### src/rtl/mem_lsu.sv
// mem_lsu: single-outstanding load/store unit bridging a request/response handshake to a block RAM port
module mem_lsu #(
  parameter int ADDR_WIDTH = 10
) (
  input  logic                  clk,
  input  logic                  rst,
  input  logic                  req_valid,
  output logic                  req_ready,
  input  logic                  req_we,
  input  logic [1:0]            req_size,
  input  logic                  req_unsigned,
  input  logic [31:0]           req_addr,
  input  logic [31:0]           req_wdata,
  output logic                  rsp_valid,
  input  logic                  rsp_ready,
  output logic [31:0]           rsp_rdata,
  output logic                  rsp_err,
  output logic                  mem_en,
  output logic                  mem_we,
  output logic [3:0]            mem_wstrb,
  output logic [ADDR_WIDTH-1:0] mem_addr,
  output logic [31:0]           mem_wdata,
  input  logic [31:0]           mem_rdata
);
  typedef enum logic {IDLE, RESP} state_t;
  state_t r_state, w_next;
  logic w_accept, w_err;
  logic r_we, r_uns, r_err;
  logic [1:0] r_size, r_off;
  logic [7:0] w_byte;
  logic [15:0] w_half;
  logic [31:0] w_load;
  assign w_err = (&req_size) | ((req_size == 2'b01) & req_addr[0]) |
                 ((req_size == 2'b10) & (|req_addr[1:0])) | (|(req_addr >> (ADDR_WIDTH + 2)));
  assign req_ready = ~rst & ((r_state == IDLE) | rsp_ready);
  assign w_accept = req_valid & req_ready;
  // state register
  always_ff @(posedge clk)
    if (rst) r_state <= IDLE;
    else r_state <= w_next;
  // enter RESP on every accept, leave it once the response is consumed
  always_comb
    w_next = w_accept ? RESP : ((r_state == RESP) & rsp_ready) ? IDLE : r_state;
  // capture the attributes needed to format the response
  always_ff @(posedge clk)
    if (w_accept) begin
      r_we   <= req_we;
      r_size <= req_size;
      r_uns  <= req_unsigned;
      r_off  <= req_addr[1:0];
      r_err  <= w_err;
    end
  // RAM port drive in the accept cycle and response formatting from the held RAM output
  always_comb begin
    rsp_valid = ~rst & (r_state == RESP);
    mem_en    = w_accept & ~w_err;
    mem_we    = mem_en & req_we;
    mem_addr  = req_addr[ADDR_WIDTH+1:2];
    mem_wdata = (req_size == 2'b00) ? {4{req_wdata[7:0]}} :
                (req_size == 2'b01) ? {2{req_wdata[15:0]}} : req_wdata;
    mem_wstrb = ~mem_we ? 4'b0000 :
                (req_size == 2'b00) ? 4'b0001 << req_addr[1:0] :
                (req_size == 2'b01) ? (req_addr[1] ? 4'b1100 : 4'b0011) : 4'b1111;
    w_byte    = mem_rdata[8*r_off +: 8];
    w_half    = mem_rdata[16*r_off[1] +: 16];
    w_load    = (r_size == 2'b00) ? {{24{~r_uns & w_byte[7]}}, w_byte} :
                (r_size == 2'b01) ? {{16{~r_uns & w_half[15]}}, w_half} : mem_rdata;
    rsp_err   = rsp_valid & r_err;
    rsp_rdata = (rsp_valid & ~r_we & ~r_err) ? w_load : 32'h0;
  end
endmodule

### config.mk
export PLATFORM = sky130hd
export DESIGN_NAME = mem_lsu
export DESIGN_NICKNAME = d
export VERILOG_FILES = /design/src/rtl/mem_lsu.sv
export SDC_FILE = /design/constraint.sdc
export NUM_CORES = 1
export LEC_CHECK = 0
export ABC_CLOCK_PERIOD_IN_PS = 2000
export CAP_MARGIN = 25
export CORE_ASPECT_RATIO = 0.9
export CORE_MARGIN = 10
export CORE_UTILIZATION = 29
export DETAILED_ROUTE_END_ITERATION = 16
export PLACE_DENSITY = 0.83
export REMOVE_ABC_BUFFERS = 1
export SETUP_SLACK_MARGIN = 0.1
export SLEW_MARGIN = 10
export SYNTH_ARGS = -nofsm -noshare
export SYNTH_HDL_FRONTEND = slang
export SYNTH_SLANG_ARGS = --single-unit
### constraint.sdc
create_clock -name clk -period 2 [get_ports clk]
set_input_delay 0.3 -clock clk [delete_from_list [all_inputs] [get_ports clk]]
set_output_delay 0.3 -clock clk [all_outputs]
set_load 0.02 [all_outputs]
==> impl_metrics.yaml <==
run_status:
  status: "finished, violations left"
  violations: "negative setup slack"
pwr:
  power_density_nw_per_um2: 265
  cellLeakagePower_nw: 1.91
  vdd_drop_max_uv: 230
cells_and_area:
  fin_util_pct: 75.2
  drive_above_1_share_pct: 45.9
  final_nets: 549
  stdcell_count: 515
  area_delta_synth_final_pct: 151
  fill_cells: 365
timing:
  slew_violations: 0
  hold_violations: 0
  tightest_slew_ns: 0.408
  finalClockSkew_ns: 0.00303
  max-slew-margin-rel_pct: 72.8
  setup_ws_ns: -0.247
  setup_viol_count_final: 36
  rsz0062_at_grt: "yes"
  fmax_ghz: 0.445
  fin_crit_ns: 2.25
  fin_crit_sh_pct: 112
synthesis:
  synth_common_cells: "inv_1 (27), a21oi_1 (20), buf_4 (18), o22ai_1 (16), nor2_1 (12)"
  synth-edff-count: 7
  synth_top_area_cell: "edfxtp_1"
  synth_top_area_share_pct: 12.3
  syn_inst: 228
  yosysWarnings: 0
  ys_seq_area_share_pct: 13.5
  yosysMostFrequentCell: "inv_1"
  synthArstFlopShare_pct: 0
  ys_types: 38
  synth_ff_type: "edfxtp_1"
  syn_area_sq_um: 1700
  yosys_register_bits: 8
  synthTopCellsByArea: "edfxtp_1 (12%), mux4_2 (9.3%), buf_4 (7.9%)"
  avgSynthCellArea_sq_um: 7.47
clocking:
  htreeDepth: 1
  clk_pin_slew_ns: 0.04
  cts_tree: "done"
  numCtsBuffers: 3
  numClockSinks: 8
  cts_buffer_depth: 2
  clk_latency_ns: 0.23
  cts-root-buf: "clkbuf_8"
place:
  port_buffers: 166
  placedCellCount: 491
  place_congestion: 0.872
  hpwl_um: 7610
critical_path:
  rrSetupSlack_ns: 0.67
  critPathMaxFanout: 6
  endpoint_kind: "output pin"
  reg2regPathDepth: 3
  crit_arrival_ns: 1.95
  reg2reg_to: "r_off[1]"
  start_kind: "primary input"
  timing.rr.start: "r_state"
  crit_type: "primary input to output pin"
  critPathRequiredTime_ns: 1.70
routing:
  vias_per_cell: 5.38
  vias: 2770
  routed_wl_um: 10700
  antenna_left: 0
  routedWlPerCell_um: 20.8
  first_pass_iters: 4
  drtIter0Drc: 68
  drc_errors: 0
job:
  drv_cap: 0
floorplanning:
  ios: 187
  initial_core_util_pct: 29.9
  dieArea_sq_um: 9350
  core_area_sq_um: 5690
  chipWidth_um: 101
  num_rows: 26
  die_h_um: 92.7
global_route:
  antenna_found_initial: 1
  gr-total-overflow: 0
  grt_max_degree: 22
  track_usage_pct: 19.9
  grt_pass1_wl_um: 15200
  grt_pass1_vias: 3058
hold_path:
  hold_path_depth: 3
  min_to: "r_state"
  holdCritStartpoint: "req_valid"
  hold_path_class: "primary input to flop"
==> metal layers <==
layer / GRT usage [%] / wire [um] / vias to the layer above / part of all wire [%]
met4: 4.47 / 159 / 0 / 1.5
met5: 0 / 0 / - / 0
li1: - / - / 1265 / -
met2: 35.5 / 5360 / 197 / 50
met1: 19.7 / 3730 / 1293 / 35
met3: 10.9 / 1470 / 15 / 14
==> metrics by stage <==
step	area (sq um)	worst slack, ns	total power [W]	hold WS [ns]	setup TNS, ns
finish	4280	-0.247	0.00113	0.442	-6.93
global route	4280	-0.351	0.00120	0.471	-9.47
CTS	4080	-0.219	0.00110	0.441	-5.00
detailed placement	3720	-1.08	0.000880	0.600	-40.95
global placement	3720	-1.02	0.000870	0.598	-39.46
floorplan	1500	-0.396	0.000414	0.372	-9.25
==> placed cells by master (no fill, tap or decap), types with 5 or more instances in the layout <==
master	synthesis	final
dlygate4sd2_1	0	33
a221oi_2	0	8
mux2i_1	10	8
a211oi_1	8	5
buf_4	18	82
nor2_1	12	8
clkdlybuf4s50_1	0	74
inv_1	27	27
nand2_1	11	9
a21oi_4	0	12
o21ai_1	8	8
o21ai_0	9	9
buf_2	5	7
mux4_2	7	7
mux2_1	5	5
buf_6	0	29
o22ai_1	16	16
edfxtp_1	7	7
mux2_2	11	11
clkdlybuf4s15_1	0	11
==> area by class of cell <==
class	instances	area (sq um)	share of cell area, %
Tap cell	70	87.6	2.05
Sequential cell	8	231	5.41
Clock buffer	4	45.0	1.05
Antenna cell	1	2.50	0.0585
Inverter	29	109	2.54
Timing Repair Buffer	248	2280	53.3
Multi-Input combinational cell	155	1530	35.6
==> report_power, final <==
| part | switching (W) | leakage, nW | internal [W] | total [W] |
|---|---|---|---|---|
| combinational | 0.000339 | 1.81 | 0.000401 | 0.000740 |
| sequential | 0.00000741 | 0.0736 | 0.000192 | 0.000199 |
| clock | 0.0000564 | 0.0228 | 0.000137 | 0.000194 |
| total | 0.000403 | 1.91 | 0.000730 | 0.00113 |
==> sequential cells by signal (all words and copies together), names as in the netlist <==
signal,cells
r_off,2
r_size,2
r_err,1
r_state,1
r_uns,1
r_we,1
==> logic make-up (layout without fill, tap and decap cells) <==
kind of cell           count (synthesis)  after routing  synth area share (%)
other                                  0              1                     0
and+or+nand+nor                       50             50                  16.3
muxes                                 33             33                  25.7
DFF                                    8              8                  13.5
buffers and inverters                 65            281                  18.6
AOI/OAI and AO/OA                     72             72                  25.8
==> worst max path at each step <==
stage,from,end,depth (start not counted)
after floorplan,r_size[1],rsp_rdata[10],4
after global placement,rsp_ready,mem_wstrb[2],6
after detailed placement,rsp_ready,mem_wstrb[2],6
after CTS,r_state,mem_wstrb[0],5
after global routing,req_addr[24],mem_wstrb[2],6
final,req_addr[24],mem_en,7
==> critical path, stage by stage <==
cell and delay, ns:
dlygate4sd2_1 0.25, nor4_2 0.25, nand4_1 0.17, or4_4 0.67, buf_6 0.16, inv_2 0.04
buf_6 0.10
==> timing repair <==
action | in CTS | in global routing
gates resized for setup | 341 | 55
buffers inserted | 14 | 3
setup endpoints to repair | 64 | 45
gates cloned | 3 | 0
pin swaps | 18 | 11
hold buffers | 0 | 0
Power figures use the tool's default switching activity.
